`config.mk`:
```
export PLATFORM = sky130hd
export DESIGN_NAME = mfp_uart_receiver_param
export DESIGN_NICKNAME = d
export VERILOG_FILES = /design/src/rtl/mfp_uart_receiver_param.sv
export SDC_FILE = /design/constraint.sdc
export NUM_CORES = 1
export LEC_CHECK = 0
export ABC_AREA = 1
export CAP_MARGIN = 15
export CORE_AREA = 2 2 104 86
export CTS_BUF_LIST = sky130_fd_sc_hd__clkbuf_8
export DETAILED_ROUTE_END_ITERATION = 8
export DIE_AREA = 0 0 106 88
export PLACE_DENSITY_LB_ADDON = 0.1
export SLEW_MARGIN = 10
export SYNTH_ARGS = -nofsm -noshare
export SYNTH_HDL_FRONTEND = slang
export SYNTH_SLANG_ARGS = --single-unit
```
`constraint.sdc`:
```
create_clock -name clock -period 2.2 [get_ports clock]
set_clock_uncertainty 0.15 [all_clocks]
set_input_delay 0.55 -clock clock [delete_from_list [all_inputs] [get_ports clock]]
set_output_delay 0.55 -clock clock [all_outputs]
set_load 0.02 [all_outputs]
```
`src/rtl/mfp_uart_receiver_param.sv`:
```
// UART receiver with configurable frame format, 3-sample majority voting and a small receive FIFO.
// Reports parity, framing, break and overrun conditions alongside each buffered character.
module mfp_uart_receiver_param #(
  parameter int unsigned CLOCK_FREQUENCY = 50000000,
  parameter int unsigned BAUD_RATE       = 115200,
  parameter int unsigned DATA_BITS       = 8,
  parameter int unsigned PARITY          = 0,
  parameter int unsigned STOP_BITS       = 1,
  parameter int unsigned FIFO_DEPTH      = 4
) (
  input  logic                 clock,
  input  logic                 reset_n,
  input  logic                 rx,
  output logic [DATA_BITS-1:0] data,
  output logic                 parity_error,
  output logic                 framing_error,
  output logic                 data_valid,
  input  logic                 data_ready,
  output logic                 overrun,
  output logic                 break_detect
);

  localparam int unsigned CYCLES = CLOCK_FREQUENCY / BAUD_RATE;
  localparam int unsigned HALF   = CYCLES / 2;
  localparam int unsigned CW     = $clog2(CYCLES);
  localparam int unsigned BW     = $clog2(DATA_BITS);
  localparam int unsigned AW     = $clog2(FIFO_DEPTH);
  localparam int unsigned FW     = DATA_BITS + 2;

  typedef enum logic [2:0] {
    StIdle,
    StStart,
    StData,
    StParity,
    StStop1,
    StStop2,
    StWaitHigh
  } state_e;

  state_e                 state_q, state_d;
  logic                   rx_meta_q, rx_sync_q, rx_prev_q;
  logic [CW-1:0]          cnt_q, cnt_d;
  logic [BW-1:0]          bit_idx_q, bit_idx_d;
  logic [DATA_BITS-1:0]   shift_q, shift_d;
  logic                   samp0_q, samp1_q;
  logic                   par_bit_q, par_bit_d;
  logic                   par_err_q, par_err_d;
  logic                   stop1_q, stop1_d;
  logic                   decide, bit_val, start_edge, exp_par;
  logic                   push, brk, frame_fe, all_zero, stop1_eff;
  logic [FW-1:0]          push_word;

  logic [FW-1:0]          mem_q [FIFO_DEPTH];
  logic [AW:0]            wr_ptr_q, rd_ptr_q;
  logic                   full, empty, pop, do_push;
  logic                   overrun_q, break_q;

  assign start_edge = rx_prev_q & ~rx_sync_q;
  assign decide     = (state_q != StIdle) && (state_q != StWaitHigh) && (cnt_q == CW'(HALF + 1));
  assign bit_val    = (samp0_q & samp1_q) | (samp0_q & rx_sync_q) | (samp1_q & rx_sync_q);
  assign exp_par    = (PARITY == 1) ? ~(^shift_q) : (^shift_q);

  // Synchroniser, edge history and mid-bit samples
  always_ff @(posedge clock or negedge reset_n) begin
    if (!reset_n) begin
      rx_meta_q <= 1'b1;
      rx_sync_q <= 1'b1;
      rx_prev_q <= 1'b1;
      samp0_q   <= 1'b1;
      samp1_q   <= 1'b1;
    end else begin
      rx_meta_q <= rx;
      rx_sync_q <= rx_meta_q;
      rx_prev_q <= rx_sync_q;
      if (cnt_q == CW'(HALF - 1)) samp0_q <= rx_sync_q;
      if (cnt_q == CW'(HALF)) samp1_q <= rx_sync_q;
    end
  end

  always_ff @(posedge clock or negedge reset_n) begin
    if (!reset_n) begin
      state_q   <= StIdle;
      cnt_q     <= '0;
      bit_idx_q <= '0;
      shift_q   <= '0;
      par_bit_q <= 1'b0;
      par_err_q <= 1'b0;
      stop1_q   <= 1'b0;
    end else begin
      state_q   <= state_d;
      cnt_q     <= cnt_d;
      bit_idx_q <= bit_idx_d;
      shift_q   <= shift_d;
      par_bit_q <= par_bit_d;
      par_err_q <= par_err_d;
      stop1_q   <= stop1_d;
    end
  end

  // With one stop bit the current decision is both the first and final stop bit
  assign stop1_eff = (STOP_BITS == 2) ? stop1_q : bit_val;
  assign all_zero  = (shift_q == '0) && ((PARITY == 0) || !par_bit_q) && !stop1_eff && !bit_val;
  assign frame_fe  = !stop1_eff || !bit_val;
  assign push_word = {shift_q, par_err_q, frame_fe};

  always_comb begin
    state_d   = state_q;
    cnt_d     = (cnt_q == CW'(CYCLES - 1)) ? '0 : cnt_q + CW'(1);
    bit_idx_d = bit_idx_q;
    shift_d   = shift_q;
    par_bit_d = par_bit_q;
    par_err_d = par_err_q;
    stop1_d   = stop1_q;
    push      = 1'b0;
    brk       = 1'b0;
    unique case (state_q)
      StIdle: begin
        cnt_d = '0;
        if (start_edge) begin
          state_d   = StStart;
          cnt_d     = CW'(1);
          bit_idx_d = '0;
          par_bit_d = 1'b0;
          par_err_d = 1'b0;
        end
      end
      StStart: begin
        if (decide) state_d = bit_val ? StIdle : StData;
      end
      StData: begin
        if (decide) begin
          shift_d = {bit_val, shift_q[DATA_BITS-1:1]};
          if (bit_idx_q == BW'(DATA_BITS - 1)) begin
            state_d = (PARITY != 0) ? StParity : StStop1;
          end else begin
            bit_idx_d = bit_idx_q + BW'(1);
          end
        end
      end
      StParity: begin
        if (decide) begin
          par_bit_d = bit_val;
          par_err_d = (bit_val != exp_par);
          state_d   = StStop1;
        end
      end
      StStop1, StStop2: begin
        if (decide) begin
          stop1_d = (state_q == StStop1) ? bit_val : stop1_q;
          if ((state_q == StStop1) && (STOP_BITS == 2)) begin
            state_d = StStop2;
          end else if (all_zero) begin
            brk     = 1'b1;
            state_d = StWaitHigh;
          end else begin
            push    = 1'b1;
            state_d = bit_val ? StIdle : StWaitHigh;
          end
        end
      end
      StWaitHigh: begin
        cnt_d = '0;
        if (rx_sync_q) state_d = StIdle;
      end
      default: state_d = StIdle;
    endcase
  end

  // FIFO: pointers carry an extra wrap bit to distinguish full from empty
  assign empty   = (wr_ptr_q == rd_ptr_q);
  assign full    = (wr_ptr_q[AW] != rd_ptr_q[AW]) && (wr_ptr_q[AW-1:0] == rd_ptr_q[AW-1:0]);
  assign pop     = !empty && data_ready;
  assign do_push = push && (!full || pop);

  always_ff @(posedge clock or negedge reset_n) begin
    if (!reset_n) begin
      for (int i = 0; i < FIFO_DEPTH; i++) mem_q[i] <= '0;
      wr_ptr_q  <= '0;
      rd_ptr_q  <= '0;
      overrun_q <= 1'b0;
      break_q   <= 1'b0;
    end else begin
      if (do_push) begin
        mem_q[wr_ptr_q[AW-1:0]] <= push_word;
        wr_ptr_q                <= wr_ptr_q + (AW + 1)'(1);
      end
      if (pop) rd_ptr_q <= rd_ptr_q + (AW + 1)'(1);
      overrun_q <= push && full && !pop;
      break_q   <= brk;
    end
  end

  assign {data, parity_error, framing_error} = mem_q[rd_ptr_q[AW-1:0]];
  assign data_valid   = !empty;
  assign overrun      = overrun_q;
  assign break_detect = break_q;

endmodule

```
==> load_flow_metrics.sql <==
INSERT INTO impl_metrics (metric_group, metric, value, unit) VALUES
('run_status', 'run_status', 'finished clean', ''),
('power', 'powerDensity', '955.6', 'mW/mm^2'),
('floorplan', 'y_dimension_of_the_die', '88', 'microns'),
('global_route', 'grt_max_degree', '32', ''),
('timing', 'timing_max_transition_violations_final', '0', ''),
('placement', 'finalWeightedCongestion', '0.8053', ''),
('worst_setup_path', 'worstPathArrival', '1430', 'ps'),
('timing', 'setup_violations', '0', ''),
('synth', 'netlist-cell-type-count', '28', ''),
('synth', 'synth_top_family_by_area', 'simple AND/OR/NAND/NOR gates', ''),
('worst_setup_path', 'critical_path_peak_fanout', '16', ''),
('power', 'ir_worst_vdd', '0.0004957', 'V'),
('worst_setup_path', 'reg2reg_slack', '230', 'ps'),
('synth', 'synth.yosys.seq_area_share', '0.4830', ''),
('synth', 'synth.mux.area_fraction', '0', ''),
('layout', 'layout.cells.most_common', 'sky130_fd_sc_hd__nand2_1', ''),
('route', 'avgViaCountPerCell', '5.257', ''),
('route', 'routed-via-count', '3375', ''),
('floorplan', 'boundaryPins', '17', ''),
('cts', 'cts-htree-levels', '3', ''),
('global_route', 'number_of_antenna_violations_at_the_first_check_in_global_routing', '0', ''),
('layout', 'layout_common_cells', '152 x sky130_fd_sc_hd__nand2_1, 72 x sky130_fd_sc_hd__dfrtp_1, 45 x sky130_fd_sc_hd__nand4_1', ''),
('timing', 'min_period', '2131', 'ps'),
('timing', 'report.final.hold_viol_count', '0', ''),
('placement', 'place_area', '0.004488', 'sq mm'),
('route', 'antenna_left', '0', ''),
('global_route', 'grt_usage', '0.2255', ''),
('worst_setup_path', 'critical_path.startpoint_type', 'register', ''),
('layout', 'stdcell_count', '642', ''),
('global_route', 'grt_pass1_wl', '16200', 'microns'),
('min_path', 'hold_path_class', 'reg2reg', ''),
('layout', 'finalCoreUtilization', '0.5700', ''),
('placement', 'place_hpwl', '6831', 'microns'),
('worst_setup_path', 'crit_path_max_delay_cell_type', 'sky130_fd_sc_hd__dfrtp_1', ''),
('placement', 'port_buffers', '16', ''),
('cts', 'cts.root.buffer_cell', 'sky130_fd_sc_hd__clkbuf_8', ''),
('layout', 'final_cell_area', '0.004728', 'sq mm'),
('cts', 'tritoncts', 'yes', ''),
('floorplan', 'rows', '30', ''),
('layout', 'syn2layout_area_growth', '18.13', '%'),
('timing', 'fmax', '469.2', 'MHz'),
('route', 'dr.first_iter.drc_count', '236', ''),
('synth', 'postSynthCellCount', '480', ''),
('placement', 'numPlacedInstances', '624', ''),
('cts', 'tritoncts_num_sinks', '77', ''),
('route', 'detail_route.drc_violations', '0', ''),
('cts', 'cts-buffers-inserted', '9', ''),
('route', 'drt_wl_total', '9499', 'microns'),
('synth', 'synth_area_per_cell', '8.339', 'sq um'),
('worst_setup_path', 'critical-path-top-delay-family', 'buffers and inverters', ''),
('synth', 'synth_enable_flop_cells', '0', ''),
('synth', 'synth_compound_gate_area_share', '0.07033', ''),
('route', 'avgRoutedWirePerCell', '14.80', 'microns'),
('worst_setup_path', 'cp.required', '1500', 'ps'),
('worst_setup_path', 'critPathMaxStageDelay', '410', 'ps'),
('layout', 'fillerInstances', '757', ''),
('cts', 'clock_slew_seen_by_the_registers_of_the_worst_setup_and_hold_paths', '80', 'ps'),
('synth', 'simple_gate_portion_of_the_synthesized_area', '0.3195', ''),
('worst_setup_path', 'critPathCaptureType', 'output pin', ''),
('layout', 'finalNetCount', '544', ''),
('synth', 'synth_xor_xnor_area_share', '0.01751', ''),
('cts', 'maximum_buffer_depth_of_the_clock_tree', '2', ''),
('worst_setup_path', 'path_buf_inv', '3', ''),
('synth', 'fraction_of_synthesis_flops_using_an_asynchronous_set_or_reset_pin', '1.000', ''),
('timing', 'tightest_slew', '339.4', 'ps'),
('layout', 'share_of_layout_cells_above_drive_strength_1', '0.1736', ''),
('synth', 'synthesis.area', '0.004003', 'sq mm'),
('global_route', 'first_global_vias', '3272', ''),
('synth', 'syn-num-nets', '499', ''),
('worst_setup_path', 'path_class', 'reg2out', ''),
('synth', 'synth_seq_cells', '77', '');
[through the flow]
| step | setup WS, ps | total power [W] | setup TNS, ps |
|---|---|---|---|
| floorplan | 296.5 | 0.002687 | 0 |
| CTS | 1.870 | 0.004517 | 0 |
| finish | 68.67 | 0.004519 | 0 |
| detailed placement | -54.57 | 0.003383 | -140.1 |
| global route | -21.84 | 0.004827 | -39.25 |
| global placement | 0.6343 | 0.003346 | 0 |
[layer usage]
layer | track usage | share of wire | vias to the layer above
li1 | - | - | 1701
met1 | 0.3281 | 0.51 | 1583
met2 | 0.3460 | 0.44 | 80
met3 | 0.04464 | 0.047 | 11
met4 | 0.06340 | 0.010 | 0
met5 | 0 | 0 | -
[final cells by class]
class	count	area [sq um]	share of cell area
tap	112	140.1	0.02964
inverter	31	116.4	0.02461
sequential	77	1933	0.4088
clock inverter	5	73.82	0.01561
multi-input combinational	350	1834	0.3879
clock buffer	11	151.4	0.03202
timing repair buffer	56	479.2	0.1013
[power breakdown]
group	switching (W)	internal [W]
clock network	0.000503	0.000693
registers	0.000100	0.00151
logic	0.00107	0.000642
[final timing paths]
| kind | start | endpoint | cells after the start |
|---|---|---|---|
| max reg2reg | cnt_q[0] | mem_q[0] | 11 |
| min reg2reg | rx_meta_q | rx_sync_q | 0 |
| min | rx_meta_q | rx_sync_q | 0 |
| max | rd_ptr_q[0] | data[5] | 5 |
| max in group asynchronous | reset_n | rx_prev_q | 3 |
| min in group asynchronous | reset_n | cnt_q[7] | 2 |
[cells in the mapped netlist (4+ instances only)]
cell type,count,area (sq um)
sky130_fd_sc_hd__o21ai_0,26,130.1
sky130_fd_sc_hd__nor2_4,4,45.04
sky130_fd_sc_hd__nand4_1,45,281.5
sky130_fd_sc_hd__inv_1,25,93.84
sky130_fd_sc_hd__buf_8,4,60.06
sky130_fd_sc_hd__o21ai_1,10,50.05
sky130_fd_sc_hd__nor3_1,6,30.03
sky130_fd_sc_hd__xnor2_1,5,43.79
sky130_fd_sc_hd__clkbuf_1,14,52.55
sky130_fd_sc_hd__inv_2,6,22.52
sky130_fd_sc_hd__a21oi_1,6,30.03
sky130_fd_sc_hd__o22ai_1,10,62.56
sky130_fd_sc_hd__nor2_1,39,146.4
sky130_fd_sc_hd__nand3_1,15,75.07
sky130_fd_sc_hd__nand2_1,154,578.1
sky130_fd_sc_hd__ha_1,15,187.7
sky130_fd_sc_hd__dfrtp_1,72,1802
sky130_fd_sc_hd__nand3_4,4,70.07
sky130_fd_sc_hd__dfstp_2,5,131.4
[state kept, by name, summed over array words and instances, names as in the netlist, 3 cells and up]
name / flops
bit_idx_q: 3
cnt_q: 9
mem_q: 40
rd_ptr_q: 3
shift_q: 8
state_q: 3
wr_ptr_q: 3
[timing repair]
item,in CTS,in global routing
endpoints found under the hold margin,18,0
gates resized for setup,47,13
pin swaps,1,4
setup buffers,0,1
endpoints found under the setup margin,11,46
hold buffers,1,0
[kinds of logic after synthesis]
| family | Yosys count |
|---|---|
| simple gates | 274 |
| flops | 77 |
| compound gates | 53 |
| buf+inv | 53 |
| fa+ha+maj | 15 |
| xor+xnor | 8 |
Note: power is estimated with default switching activity, not from simulation.
